===== src/rtl/cdc_hs_tx_pkg.sv =====
// Shared state encoding and synchronizer depth for the handshake CDC source end.
// Pure declarations: no latency, no flow control.
package cdc_pkg;
    typedef enum logic [1:0] {IDLE, REQ, ACK} hs_tx_state_e;
    localparam int SYNC_LAT = 2;
endpackage


===== src/rtl/cdc_hs_tx_if.sv =====
// Handshake bundle between the source-side user, cdc_hs_tx and the destination ack path.
// Signal names are seen from the transmitter: slave = cdc_hs_tx, master = everything around it.
interface cdc_hs_tx_if #(parameter int DATA_W = 8);
    logic              valid_i;
    logic [DATA_W-1:0] data_i;
    logic              ready_o;
    logic              req_o;
    logic [DATA_W-1:0] data_o;
    logic              ack_i;
    logic              done_o;
    logic              err_o;

    modport master (output valid_i, data_i, ack_i,
                    input  ready_o, req_o, data_o, done_o, err_o);
    modport slave  (input  valid_i, data_i, ack_i,
                    output ready_o, req_o, data_o, done_o, err_o);
endinterface


===== src/rtl/cdc_hs_tx_sync.sv =====
// Multi-flop synchronizer for a single asynchronous level; SYNC_LAT edges of latency.
// Synchronous active-low clear, no flow control.
module sync_2dff
    import cdc_pkg::*;
(
    input  logic clk_i,
    input  logic rstn_i,
    input  logic d_i,
    output logic q_o
);
    logic [SYNC_LAT-1:0] sr;

    always_ff @(posedge clk_i) begin
        if (!rstn_i) begin
            sr <= '0;
        end else begin
            sr <= {sr[SYNC_LAT-2:0], d_i};
        end
    end

    assign q_o = sr[SYNC_LAT-1];
endmodule


===== src/rtl/cdc_hs_tx.sv =====
// Source end of a 4-phase req/ack CDC handshake: accept one word, hold it, req until ack, done on ack release.
// Accept-to-req 1 cycle; ready only in IDLE with synced ack low. CDC_HS_TIMEOUT_EN adds a phase timeout + sticky err.
module cdc_hs_tx
    import cdc_pkg::*;
#(
    parameter int DATA_W      = 8,
    parameter int TIMEOUT_CYC = 64
)(
    input  logic        clk_i,
    input  logic        rstn_i,
    cdc_hs_tx_if.slave  bus
);
    hs_tx_state_e      state, state_n;
    logic              ack_s;
    logic              ready;
    logic              req_q, req_n;
    logic              done_q, done_n;
    logic              err_q, err_n;
    logic              abort_q, abort_n;
    logic [DATA_W-1:0] data_q, data_n;
    logic              tmo_hit;

    if (TIMEOUT_CYC < 2) begin : g_tmo_range
        $error("cdc_hs_tx: TIMEOUT_CYC must be at least 2");
    end

    sync_2dff u_ack_sync (
        .clk_i  (clk_i),
        .rstn_i (rstn_i),
        .d_i    (bus.ack_i),
        .q_o    (ack_s)
    );

`ifdef CDC_HS_TIMEOUT_EN
    localparam int              CNT_W    = $clog2(TIMEOUT_CYC + 1);
    localparam logic [CNT_W-1:0] CNT_LAST = CNT_W'(TIMEOUT_CYC - 1);

    logic [CNT_W-1:0] cnt;

    // Counts cycles spent in the current handshake phase; any phase change restarts it.
    always_ff @(posedge clk_i) begin
        if (!rstn_i) begin
            cnt <= '0;
        end else if (state_n != state) begin
            cnt <= '0;
        end else if (state != IDLE) begin
            cnt <= cnt + 1'b1;
        end
    end

    assign tmo_hit = (cnt == CNT_LAST);
`else
    assign tmo_hit = 1'b0;
`endif

    assign ready = (state == IDLE) && !ack_s;

    always_comb begin
        state_n = state;
        req_n   = req_q;
        data_n  = data_q;
        done_n  = 1'b0;
        err_n   = err_q;
        abort_n = abort_q;
        case (state)
            IDLE: begin
                if (bus.valid_i && ready) begin
                    data_n  = bus.data_i;
                    req_n   = 1'b1;
                    abort_n = 1'b0;
                    state_n = REQ;
                end
            end
            REQ: begin
                if (ack_s) begin
                    req_n   = 1'b0;
                    state_n = ACK;
                end else if (tmo_hit) begin
                    req_n   = 1'b0;
                    err_n   = 1'b1;
                    abort_n = 1'b1;
                    state_n = ACK;
                end
            end
            ACK: begin
                // A transfer whose request phase timed out still closes the 4-phase loop but never reports done.
                if (!ack_s) begin
                    done_n  = !abort_q;
                    state_n = IDLE;
                end else if (tmo_hit) begin
                    err_n   = 1'b1;
                    state_n = IDLE;
                end
            end
            default: begin
                req_n   = 1'b0;
                state_n = IDLE;
            end
        endcase
    end

    always_ff @(posedge clk_i) begin
        if (!rstn_i) begin
            state   <= IDLE;
            req_q   <= 1'b0;
            data_q  <= '0;
            done_q  <= 1'b0;
            err_q   <= 1'b0;
            abort_q <= 1'b0;
        end else begin
            state   <= state_n;
            req_q   <= req_n;
            data_q  <= data_n;
            done_q  <= done_n;
            err_q   <= err_n;
            abort_q <= abort_n;
        end
    end

    assign bus.ready_o = ready;
    assign bus.req_o   = req_q;
    assign bus.data_o  = data_q;
    assign bus.done_o  = done_q;
    assign bus.err_o   = err_q;
endmodule

===== src/flat_wrapper.sv =====
// flat-port wrapper written by rule: the top's interface ports become plain ports
module cdc_hs_tx_flat import cdc_pkg::*;
#(
    parameter int DATA_W      = 8,
    parameter int TIMEOUT_CYC = 64
)
  (clk_i, rstn_i, bus_valid_i, bus_data_i, bus_ack_i, bus_ready_o, bus_req_o, bus_data_o, bus_done_o, bus_err_o);
  cdc_hs_tx_if #(.DATA_W(DATA_W)) bus_i ();
  input  logic clk_i;
  input  logic rstn_i;
  input wire logic [$bits(bus_i.valid_i)-1:0] bus_valid_i;
  input wire logic [$bits(bus_i.data_i)-1:0] bus_data_i;
  input wire logic [$bits(bus_i.ack_i)-1:0] bus_ack_i;
  output wire logic [$bits(bus_i.ready_o)-1:0] bus_ready_o;
  output wire logic [$bits(bus_i.req_o)-1:0] bus_req_o;
  output wire logic [$bits(bus_i.data_o)-1:0] bus_data_o;
  output wire logic [$bits(bus_i.done_o)-1:0] bus_done_o;
  output wire logic [$bits(bus_i.err_o)-1:0] bus_err_o;
  assign bus_i.valid_i = bus_valid_i;
  assign bus_i.data_i = bus_data_i;
  assign bus_i.ack_i = bus_ack_i;
  assign bus_ready_o = bus_i.ready_o;
  assign bus_req_o = bus_i.req_o;
  assign bus_data_o = bus_i.data_o;
  assign bus_done_o = bus_i.done_o;
  assign bus_err_o = bus_i.err_o;
  cdc_hs_tx #(.DATA_W(DATA_W), .TIMEOUT_CYC(TIMEOUT_CYC)) u_core (.clk_i(clk_i), .rstn_i(rstn_i), .bus(bus_i));
endmodule

===== config.mk =====
export PLATFORM = sky130hd
export DESIGN_NAME = cdc_hs_tx_flat
export DESIGN_NICKNAME = d
export VERILOG_FILES = /design/src/rtl/cdc_hs_tx_pkg.sv /design/src/rtl/cdc_hs_tx_if.sv /design/src/rtl/cdc_hs_tx_sync.sv /design/src/rtl/cdc_hs_tx.sv /design/src/flat_wrapper.sv
export SDC_FILE = /design/constraint.sdc
export NUM_CORES = 1
export LEC_CHECK = 0
export ABC_AREA = 1
export CORE_ASPECT_RATIO = 0.6
export CORE_MARGIN = 10
export CORE_UTILIZATION = 25
export CTS_BUF_LIST = sky130_fd_sc_hd__clkbuf_4 sky130_fd_sc_hd__clkbuf_8 sky130_fd_sc_hd__clkbuf_16
export CTS_CLUSTER_SIZE = 24
export DETAILED_ROUTE_END_ITERATION = 10
export HOLD_SLACK_MARGIN = 0.06
export PLACE_DENSITY_LB_ADDON = 0.1
export SYNTH_ARGS = -nofsm -noshare
export SYNTH_HDL_FRONTEND = slang
export SYNTH_SLANG_ARGS = --single-unit

===== constraint.sdc =====
create_clock -name clk_i -period 2.55 [get_ports clk_i]
set_clock_uncertainty 0.05 [all_clocks]
set_input_delay 0.51 -clock clk_i [delete_from_list [all_inputs] [get_ports clk_i]]
set_output_delay 0.51 -clock clk_i [all_outputs]
set_load 0.02 [all_outputs]

# Yosys cells after proc, flatten, opt, wreduce, memory -nomap -nowiden
# Index checks and enable logic that the tools add are counted.
# W data, S select, Z words.
# classes
addsub	0
n_mul	0
div_mod_pow	0
order_cmp	0
n_eq_ne	5
n_shift	0
muxes	7
bitwise	2
reduce_logical	8
# op_table
cell	count
$mux W2	3
$ne A2 B2 Y1 const B	3
$pmux W2 S3	1
$reduce_and A3 Y1	2
$pmux W1 S3	1
$reduce_or A3 Y1	1
$eq A2 B1 Y1 const B	1
$eq A2 B2 Y1 const B	1
$logic_and A1 B1 Y1	2
$logic_not A2 Y1	1
$mux W1	2
$not A1 Y1	2
$reduce_and A2 Y1	1
$logic_not A1 Y1	1
# word_totals
reg_bits	14
latchBits	0
ram_bits	0
romBits	0
in_bits	12
output_inout_bits	12
elab_cells	27
mem_count	0

# Depth between registers and ports, before layout
# logic_depth
depth_word	5
depth_mapped	5
ltp_nobuf	5

# By module
# A second synthesis with hierarchy kept.
# hier_totals
hier_cells	96
area_unflattened_um2	658.1
# by_module_without_submodules
module	instances	cells_per_inst	area_per_inst_um2
cdc_hs_tx	1	90	603.1
sync_2dff	1	6	55.1

# Worst setup path after synthesis
# No wires, ideal clock.
# synth_timing
kind	reg2out
start	register u_core.state[1]
end	output port bus_ready_o
t_arrival_ns	0.907
slack_ns	1.083
path_stages_with_launch	2
n_path_buf	0
path_cell_list	dfxtp_1 -> nor3_1
# synth_via
elab_chain_len	2
# synth_lines
element	line_no	text
start, declared	cdc_hs_tx.sv:13	hs_tx_state_e state, state_n;
start signal, assigned	cdc_hs_tx.sv:111	state <= state_n;
$logic_not A2 Y1	cdc_hs_tx.sv:56	assign ready = (state == IDLE) && !ack_s;
$logic_and A1 B1 Y1	cdc_hs_tx.sv:56	
end, declared	flat_wrapper.sv:14	output wire logic [$bits(bus_i.ready_o)-1:0] bus_ready_o;
# Every way passes these cells.

# Final worst setup path
# Same ends and word-level chain as after synthesis.

==> flow_summary.yaml <==
logic_synthesis:
  synth_cell_types: 18
  yosysWarnings: 0
  synth-simple-area-share_pct: 32.7
  synth_top_family_by_area: "simple AND/OR/NAND/NOR gates"
  synthAdderAreaFrac_pct: 0
  ys_seq_elements: 14
  synth_xor_xnor_area_share_pct: 1.36
  syn_area_per_cell_um2: 7.07
  syn_nets: 103
  synth_top_area_share_pct: 43.6
  synth_area_leaders: "dfxtp_1 (44%), inv_1 (15%), nand2_1 (12%), nand4_1 (7.8%), nor2_1 (5.8%)"
  syn_inst: 91
  synth_top_area_cell: "dfxtp_1"
  synth.area.mux_share_pct: 0
  netlist_area_um2: 643
  synth_seq_area_share_pct: 43.6
  synth_compound_area_share_pct: 3.50
worst_setup_path:
  timing.rr.end: "u_core.bus.data_o[5]"
  endpoint: "bus_ready_o"
  crit_arrival_ns: 1.46
  worstRegToRegCells: 5
  startpoint_type: "register"
  slowest_stage: "clkdlybuf4s50_1"
  cp_slowest_stage_delay_ns: 0.63
  crit_type: "register to primary output"
  critPathMaxFanout: 5
  worst_setup_path_end_kind: "primary output"
  critPathLaunch: "u_core.state[1]"
  crit_chain: "nor3_1 -> clkdlybuf4s50_1"
  ff2ff_setup_slack_ns: 1.44
  r2r_start: "u_core.state[1]"
  cp.required_ns: 1.99
global_route:
  grt_pass1_wl_um: 2580
  grt_use_met2_pct: 8.94
  gr-usage-met3_pct: 5.36
  grt_busiest_layer: "met2"
  grt_max_degree: 15
  use_met1_pct: 7.32
  gr-total-overflow: 0
  track_usage_pct: 6.41
  antenna_found_initial: 0
  grt_pass1_vias: 555
timing:
  holdWs_ns: 0.358
  fmax_mhz: 495
  min_period_ns: 2.02
  slew_violations: 0
  setup_tns_ns: 0
  finalHoldViolations: 0
  fin_crit_sh_pct: 79.3
  setup_violations: 0
  rsz0062_at_grt: "no"
power:
  ir_drop_mv: 0.235
  swShare_pct: 26.6
  combinationalPowerShare_pct: 22.1
  p_clk_share_pct: 32.6
  pwr-share-seq_pct: 45.3
  p_sw_mw: 0.144
  leakagePower_nw: 0.469
  powerDensity_mw_per_mm2: 581
  p_int_mw: 0.396
finish:
  layoutNonFillerInstCount: 145
  syn2layout_area_growth_pct: 44.4
  utilization_pct: 37.3
  post-route-cell-area_um2: 928
  final_nets: 127
  final_cell_mix: "inv_1 (26), clkdlybuf4s50_1 (22), nand2_1 (20)"
  mostFrequentLayoutCell: "inv_1"
  fillCellCount: 260
  drive_gt1_share_pct: 5.31
  diodes: 0
routing:
  routed_wl_um: 1510
  drt-initial-drc-count: 33
  ant_nets: 0
  via_count: 562
  wl_per_cell_um: 10.4
  vias_per_cell: 3.88
  drc: 0
  drt_pass1_iterations: 4
cts:
  cts_tree: "done"
  cts_root_buf: "clkbuf_8"
  clk_pin_slew_ns: 0.05
  cts-htree-levels: 1
  clk_latency_ns: 0.24
  hold_buffers: 0
  cts_setup_buffers: 0
  cts_buffers: 3
  clock_sinks: 14
  clock_path_buffers: 2
  ctsResizeCount: 0
floorplan:
  die_y_um: 59.3
  dieArea_mm2: 0.00507
  die_w_um: 85.5
  fp-row-count: 14
  start_util_pct: 25.9
  core_area_mm2: 0.00249
  ioPinCount: 24
hold_path:
  hold_path.class: "register to register"
  min_path_cells: 2
placed_design:
  gp_congestion: 0.684
  io_buffers: 22
  dp_hpwl_um: 1140
  place_area_um2: 887
  dp_cells: 142
outcome:
  status: "finished clean"
job:
  drv_cap: 0
critical path: cells and delay by family, from the launching register on:
kind	cells	cell delay, ns
buf+inv	1	0.63
simple gates	1	0.20
flops	1	0.39
flip-flops by register name, indices dropped and copies added (netlist names):
register and flops:
u_core.bus.req_o 1, u_core.u_ack_sync.sr 2, u_core.state 2, u_core.bus.done_o 1, u_core.bus.data_o 8
power by group through the flow:
stage	Clock [mW]	Sequential, mW	Combinational [mW]
2_1_floorplan	0	0.264	0.0521
3_3_place_gp	0	0.249	0.120
3_5_place_dp	0	0.249	0.121
4_1_cts	0.185	0.245	0.121
5_1_grt	0.196	0.247	0.133
6_report	0.176	0.244	0.119
final cells by class:
cell class / count / area [µm²] / share of cell area (%)
multi-input cells: 47 / 245 / 26.4
flip-flops and latches: 14 / 280 / 30.2
well taps: 32 / 40.0 / 4.31
inverters: 27 / 101 / 10.9
clock buffers: 3 / 41.3 / 4.45
repair buffers: 22 / 220 / 23.7
per-stage QoR:
step	setup slack (ns)	total power [mW]
after global routing	0.469	0.576
after floorplan	1.08	0.316
after global placement	0.781	0.369
after detailed placement	0.754	0.370
after CTS	0.510	0.551
final	0.529	0.540
synthesized netlist by cell type:
master,instances
nor2_1,10
inv_1,26
o21ai_0,1
inv_2,1
nand3_1,1
buf_4,1
a21boi_1,1
dfxtp_1,14
nand2_1,20
xnor2_1,1
buf_2,1
nor2_8,1
clkbuf_1,1
nand4_1,8
conb_1,1
nand3_4,1
nor3_1,1
o211a_1,1
worst min-delay path by stage:
stage	startpoint	end	slack, ns
floorplan	u_core.u_ack_sync.sr[0]	u_core.u_ack_sync.sr[1]	0.34
global placement	u_core.u_ack_sync.sr[0]	u_core.u_ack_sync.sr[1]	0.35
detailed placement	u_core.u_ack_sync.sr[0]	u_core.u_ack_sync.sr[1]	0.34
CTS	u_core.u_ack_sync.sr[0]	u_core.u_ack_sync.sr[1]	0.36
global route	u_core.u_ack_sync.sr[0]	u_core.u_ack_sync.sr[1]	0.40
finish	u_core.u_ack_sync.sr[0]	u_core.u_ack_sync.sr[1]	0.36
cell families after synthesis:
| family | after synthesis |
|---|---|
| and+or+nand+nor | 42 |
| xor gates and xnor gates | 1 |
| DFF | 14 |
| AOI/OAI and AO/OA | 3 |
| other | 1 |
| buffers and inverters | 30 |
per-layer routing:
layer | wire length, µm | vias up
met5 | 0 | -
met4 | 8 | 0
met3 | 184 | 2
met2 | 602 | 18
met1 | 717 | 233
li1 | - | 309
Power figures use the tool's default switching activity.
